### config.mk
export PLATFORM = sky130hd
export DESIGN_NAME = pll_phase_ctrl
export DESIGN_NICKNAME = d
export VERILOG_FILES = /design/src/rtl/pll_ctrl_pkg.sv /design/src/rtl/pll_phase_ctrl_sync.sv /design/src/rtl/pll_phase_ctrl.sv
export SDC_FILE = /design/constraint.sdc
export NUM_CORES = 1
export LEC_CHECK = 0
export CAP_MARGIN = 30
export CORE_AREA = 2 2 50 75
export CTS_BUF_LIST = sky130_fd_sc_hd__clkbuf_16
export DETAILED_ROUTE_END_ITERATION = 6
export DIE_AREA = 0 0 52 77
export PLACE_DENSITY = 0.77
export SLEW_MARGIN = 40
export SYNTH_ARGS = -nofsm -noshare
export SYNTH_HDL_FRONTEND = slang
export SYNTH_SLANG_ARGS = --single-unit
### constraint.sdc
create_clock -name clk -period 3.2 [get_ports clk]
set_clock_uncertainty 0.15 [all_clocks]
set_input_delay 0.64 -clock clk [delete_from_list [all_inputs] [get_ports clk]]
set_output_delay 0.64 -clock clk [all_outputs]
set_load 0.02 [all_outputs]
### src/rtl/pll_ctrl_pkg.sv
// Shared types and helpers for the rPLL phase controller.
// The PLL_SWEEP_EN build option is handled in pll_phase_ctrl.
package pll_ctrl_pkg;

  typedef enum logic [2:0] {
    RST_HOLD,
    WAIT_LOCK,
    LOCKED,
    SETTLE,
    FAULT
  } state_t;

  localparam logic [3:0] FDLY_ZERO = 4'd0;

  // Timer holds at most (longest interval - 1).
  function automatic int timer_w(
    input int a,
    input int b,
    input int c
  );
    int m;
    m = a;
    if (b > m) m = b;
    if (c > m) m = c;
    return (m < 2) ? 1 : $clog2(m);
  endfunction

endpackage

### src/rtl/pll_phase_ctrl_sync.sv
// Two-flop synchroniser for the asynchronous rPLL LOCK.
// Cleared by the synchronous reset.
module sync_2ff (
  input  logic clk,
  input  logic reset,
  input  logic d,
  output logic q
);

  logic meta;

  always_ff @(posedge clk) begin
    if (reset) begin
      meta <= 1'b0;
      q    <= 1'b0;
    end else begin
      meta <= d;
      q    <= meta;
    end
  end

endmodule

### src/rtl/pll_phase_ctrl.sv
// rPLL reset/lock supervisor and dynamic phase stepper.
// Define PLL_SWEEP_EN to add the automatic phase sweep.
module pll_phase_ctrl
  import pll_ctrl_pkg::*;
#(
  parameter int PS_W          = 4,
  parameter int DUTY_OFFSET   = 8,
  parameter int RESET_CYCLES  = 16,
  parameter int LOCK_TIMEOUT  = 4096,
  parameter int SETTLE_CYCLES = 32,
  parameter int MAX_RETRY     = 3,
  parameter int CNT_W         = 8
) (
  input  logic             clk,
  input  logic             reset,
`ifdef PLL_SWEEP_EN
  input  logic             sweep_start,
  input  logic [15:0]      sweep_dwell,
  output logic             sweep_active,
  output logic             sweep_tick,
`endif
  input  logic             pll_lock,
  output logic             pll_reset,
  output logic [PS_W-1:0]  psda,
  output logic [PS_W-1:0]  dutyda,
  output logic [3:0]       fdly,
  input  logic             step_valid,
  input  logic             step_dir,
  output logic             step_ready,
  output logic             locked,
  output logic             fault,
  output logic [CNT_W-1:0] lock_loss_cnt
);

  localparam int TW = timer_w(RESET_CYCLES,
                              LOCK_TIMEOUT,
                              SETTLE_CYCLES);
  localparam int RW = $clog2(MAX_RETRY + 1);

  localparam logic [TW-1:0] T_RST = TW'(RESET_CYCLES - 1);
  localparam logic [TW-1:0] T_LCK = TW'(LOCK_TIMEOUT - 1);
  localparam logic [TW-1:0] T_SET = TW'(SETTLE_CYCLES - 1);
  localparam logic [RW-1:0] R_LAST = RW'(MAX_RETRY - 1);
  localparam logic [PS_W-1:0] DUTY = PS_W'(DUTY_OFFSET);

  state_t state, state_n;
  logic [TW-1:0] timer, timer_n;
  logic [RW-1:0] retry, retry_n;
  logic [PS_W-1:0] psda_n;
  logic lock_s, take, lost, up;

  sync_2ff u_sync (
    .clk   (clk),
    .reset (reset),
    .d     (pll_lock),
    .q     (lock_s)
  );

`ifdef PLL_SWEEP_EN
  logic sweep_on, dwell_last;
  logic [PS_W-1:0] sweep_left;
  logic [15:0] dwell;

  assign dwell_last = ({1'b0, dwell} + 17'd1)
                      >= {1'b0, sweep_dwell};
  assign sweep_active = sweep_on;
  assign sweep_tick = (state == LOCKED) & sweep_on
                      & dwell_last;
  assign step_ready = (state == LOCKED) & ~sweep_on;
`else
  assign step_ready = (state == LOCKED);
`endif

  assign pll_reset = (state == RST_HOLD)
                   | (state == FAULT);
  assign locked = (state == LOCKED);
  assign fault  = (state == FAULT);
  assign fdly   = FDLY_ZERO;

  always_comb begin
    state_n = state;
    timer_n = timer - TW'(1);
    retry_n = retry;
    take    = 1'b0;
    lost    = 1'b0;
    up      = step_dir;
    unique case (state)
      RST_HOLD: begin
        if (timer == '0) begin
          state_n = WAIT_LOCK;
          timer_n = T_LCK;
        end
      end
      WAIT_LOCK: begin
        if (lock_s) begin
          state_n = LOCKED;
          retry_n = '0;
        end else if (timer == '0) begin
          if (retry == R_LAST) begin
            state_n = FAULT;
          end else begin
            state_n = RST_HOLD;
            timer_n = T_RST;
            retry_n = retry + RW'(1);
          end
        end
      end
      LOCKED: begin
        if (!lock_s) lost = 1'b1;
`ifdef PLL_SWEEP_EN
        else if (sweep_on) begin
          take = dwell_last && (sweep_left != '0);
          up   = 1'b1;
        end else if (sweep_start) begin
          take = 1'b1;
          up   = 1'b1;
        end
`endif
        else if (step_valid) take = 1'b1;
      end
      SETTLE: begin
        if (!lock_s) lost = 1'b1;
        else if (timer == '0) state_n = LOCKED;
      end
      FAULT: state_n = FAULT;
      default: state_n = RST_HOLD;
    endcase
    if (take) begin
      state_n = SETTLE;
      timer_n = T_SET;
    end
    // Lock loss overrides any step taken this cycle.
    if (lost) begin
      state_n = RST_HOLD;
      timer_n = T_RST;
    end
    psda_n = up ? psda + PS_W'(1) : psda - PS_W'(1);
  end

  always_ff @(posedge clk) begin
    if (reset) begin
      state         <= RST_HOLD;
      timer         <= T_RST;
      retry         <= '0;
      psda          <= '0;
      dutyda        <= DUTY;
      lock_loss_cnt <= '0;
    end else begin
      state <= state_n;
      timer <= timer_n;
      retry <= retry_n;
      if (take) begin
        psda   <= psda_n;
        dutyda <= psda_n + DUTY;
      end
      if (lost && lock_loss_cnt != '1)
        lock_loss_cnt <= lock_loss_cnt + CNT_W'(1);
    end
  end

`ifdef PLL_SWEEP_EN
  always_ff @(posedge clk) begin
    if (reset) begin
      sweep_on   <= 1'b0;
      sweep_left <= '0;
      dwell      <= '0;
    end else if (lost) begin
      sweep_on <= 1'b0;
    end else if (state == LOCKED) begin
      if (!sweep_on) begin
        if (sweep_start) begin
          sweep_on   <= 1'b1;
          sweep_left <= '1;
          dwell      <= '0;
        end
      end else if (dwell_last) begin
        dwell <= '0;
        if (sweep_left == '0) sweep_on <= 1'b0;
        else sweep_left <= sweep_left - PS_W'(1);
      end else begin
        dwell <= dwell + 16'd1;
      end
    end
  end
`endif

endmodule
==> impl_metrics.json <==
{
  "synthXorXnorAreaFrac": 0.09459,
  "drtPass1Iterations": 4,
  "cts_resized": 0,
  "grt_pass1_wl_um": 5982,
  "synthesis.area_sq_um": 1759,
  "die_x_um": 52,
  "power_density_nw_per_um2": 414.2,
  "syn_avg_cell_area_sq_um": 9.021,
  "drc": 0,
  "hold_ws_ns": 0.2725,
  "via_per_inst": 5.527,
  "ys_seq_area_frac": 0.3642,
  "hold_depth": 1,
  "status": "completed",
  "core_sq_um": 3351,
  "numCtsBuffers": 5,
  "place_area_sq_um": 1983,
  "wl_met3_um": 152,
  "start_util": 0.5250,
  "wl_per_cell_um": 13.35,
  "r2r_cells": 6,
  "synth-edff-count": 0,
  "grt.overflow.total": 0,
  "syn_to_final_growth_pct": 20.48,
  "fmax_ghz": 0.3686,
  "yosys.area.top_type": "dfxtp_1",
  "seq_area_sq_um": 640.6,
  "start_kind": "flop",
  "wl_met1_um": 1348,
  "crit_fanout": 11,
  "cts_max_path_buffers": 2,
  "ys_warn_count": 0,
  "max_slew.worst_pin.slew_ns": 0.6132,
  "via_count": 1426,
  "clock-sinks": 32,
  "post_cts_buffers": 0,
  "chipHeight_um": 77,
  "synth_mux_area_frac": 0.02347,
  "multi_input_area_sq_um": 1012,
  "final_hold_viol_count": 0,
  "ant_nets": 0,
  "maxSlewHeadroom": 0.5899,
  "antenna_found_initial": 0,
  "fin_area_sq_um": 2120,
  "grt_use_total": 0.1937,
  "insertion_delay_ns": 0.27,
  "grt_max_degree": 17,
  "cts-htree-levels": 2,
  "ys_seq_elements": 32,
  "fillers": 292,
  "cts-root-buf": "clkbuf_16",
  "yosys.cell_types.count": 50,
  "maxCapViolations": 0,
  "ys_top_cells_by_area": "dfxtp_1 (36%), xnor2_1 (5.5%), ha_1 (4.3%), xor2_1 (4.0%), buf_4 (3.4%)",
  "p_leak_nw": 0.7822,
  "arrival_ns": 1.92,
  "gp_congestion": 0.7806,
  "row_count": 26,
  "synth_top_family_by_area": "simple AND/OR/NAND/NOR gates",
  "final.period_utilization": 0.8477,
  "met2_length_um": 1875,
  "timing.setup.tns_ns": 0,
  "io_buffers": 24,
  "grt_pass1_vias": 1394,
  "vdd_ir_drop_max_mv": 0.3487,
  "fin_crit_ns": 2.713,
  "postCtsHoldBufs": 0,
  "ios": 29,
  "synth_compound_area_frac": 0.1337,
  "synth_common_cells": "dfxtp_1 (32), nor2_1 (16), nand2_1 (11), xnor2_1 (11), nand3_1 (10)",
  "async_flop_share": 0,
  "first_iter_violations": 16,
  "synth-main-ff-cell": "dfxtp_1",
  "diodes": 0,
  "synth-simple-area-share": 0.2610,
  "path_class": "reg -> out",
  "endpoint_kind": "output pin",
  "fin_nets": 227,
  "drv_slew": 0,
  "die_area_sq_um": 4004,
  "hpwl_um": 2550,
  "cp_data_required_time_ns": 2.41,
  "hp-class": "reg -> reg",
  "syn_inst": 195,
  "synth_fa_ha_area_frac": 0.05405,
  "wirelength_um": 3445,
  "tritoncts": "yes",
  "clkTransAtPathRegs_ns": 0.05,
  "highest_layer": "met4",
  "drive_above_1_share": 0.07407,
  "finalSetupViolCount": 0,
  "synth_top_area_share": 0.3642,
  "rsz0062_at_grt": "no",
  "synth_most_common_cell": "dfxtp_1"
}
-- cell families (layout without fill, tap and decap cells) --
logic type | Yosys count | in the layout
buffers and inverters | 23 | 41
xor gates and xnor gates | 19 | 19
AOI/OAI and AO/OA | 33 | 33
DFF | 32 | 32
adders and majority gates | 7 | 7
muxes | 4 | 4
and+or+nand+nor | 76 | 76
other | 1 | 4
-- through the flow --
step	total power (W)	setup slack, ns	instances	util
2_1_floorplan	0.0004453	0.9599	198	-
3_3_place_gp	0.0004543	0.5020	250	0.5919
3_5_place_dp	0.0004557	0.4777	250	0.5919
4_1_cts	0.0008883	0.4736	258	0.6326
5_1_grt	0.0009107	0.3887	258	0.6326
6_report	0.0008779	0.4873	258	0.6326
-- critical path, stage by stage (launching register included) --
cell             delay, ns
dfxtp_1               0.48
nor3b_1               0.48
clkdlybuf4s50_1       0.70
-- power by group --
group	internal (W)	switching, W	total, W	leakage (nW)
registers	0.000404	0.00000562	0.000410	0.259
logic	0.0000144	0.0000233	0.0000377	0.449
clock network	0.000279	0.000152	0.000430	0.0738
total	0.000697	0.000181	0.000878	0.782
-- layout by cell type, fill, tap and decap left out, types with 5 or more instances in the layout --
master | netlist | final
a211oi_1 | 6 | 6
a21oi_1 | 9 | 9
clkbuf_16 | 0 | 5
clkdlybuf4s50_1 | 0 | 24
dfxtp_1 | 32 | 32
ha_1 | 6 | 6
inv_1 | 7 | 9
nand2_1 | 11 | 11
nand3_1 | 10 | 10
nand4_1 | 6 | 6
nor2_1 | 16 | 16
nor2b_1 | 5 | 5
xnor2_1 | 11 | 11
xor2_1 | 8 | 8
-- worst paths after layout --
check | start | end | slack, ns
min | timer[0] | timer[0] | 0.27
max reg2reg | timer[0] | timer[8] | 1.11
min reg2reg | timer[0] | timer[0] | 0.27
max | state[1] | step_ready | 0.49
-- routing by layer --
layer | up-vias | track usage
met4 | 0 | 0.06316
met5 | - | 0
li1 | 730 | -
met3 | 10 | 0.06226
met1 | 659 | 0.2072
met2 | 27 | 0.3443
-- cell type report --
type / instances / share of cell area
timing repair buffer: 25 / 0.1169
tap: 42 / 0.02479
inverter: 8 / 0.01417
clock buffer: 5 / 0.05903
multi-input combinational: 143 / 0.4776
sequential: 32 / 0.3022
clock inverter: 3 / 0.005313
-- state kept, by name (all words and copies together) (netlist names) --
register	count
lock_loss_cnt	8
state	3
u_sync.q	1
u_sync.meta	1
dutyda	1
psda	4
retry	2
timer	12
Note: power is estimated with default switching activity, not from simulation.
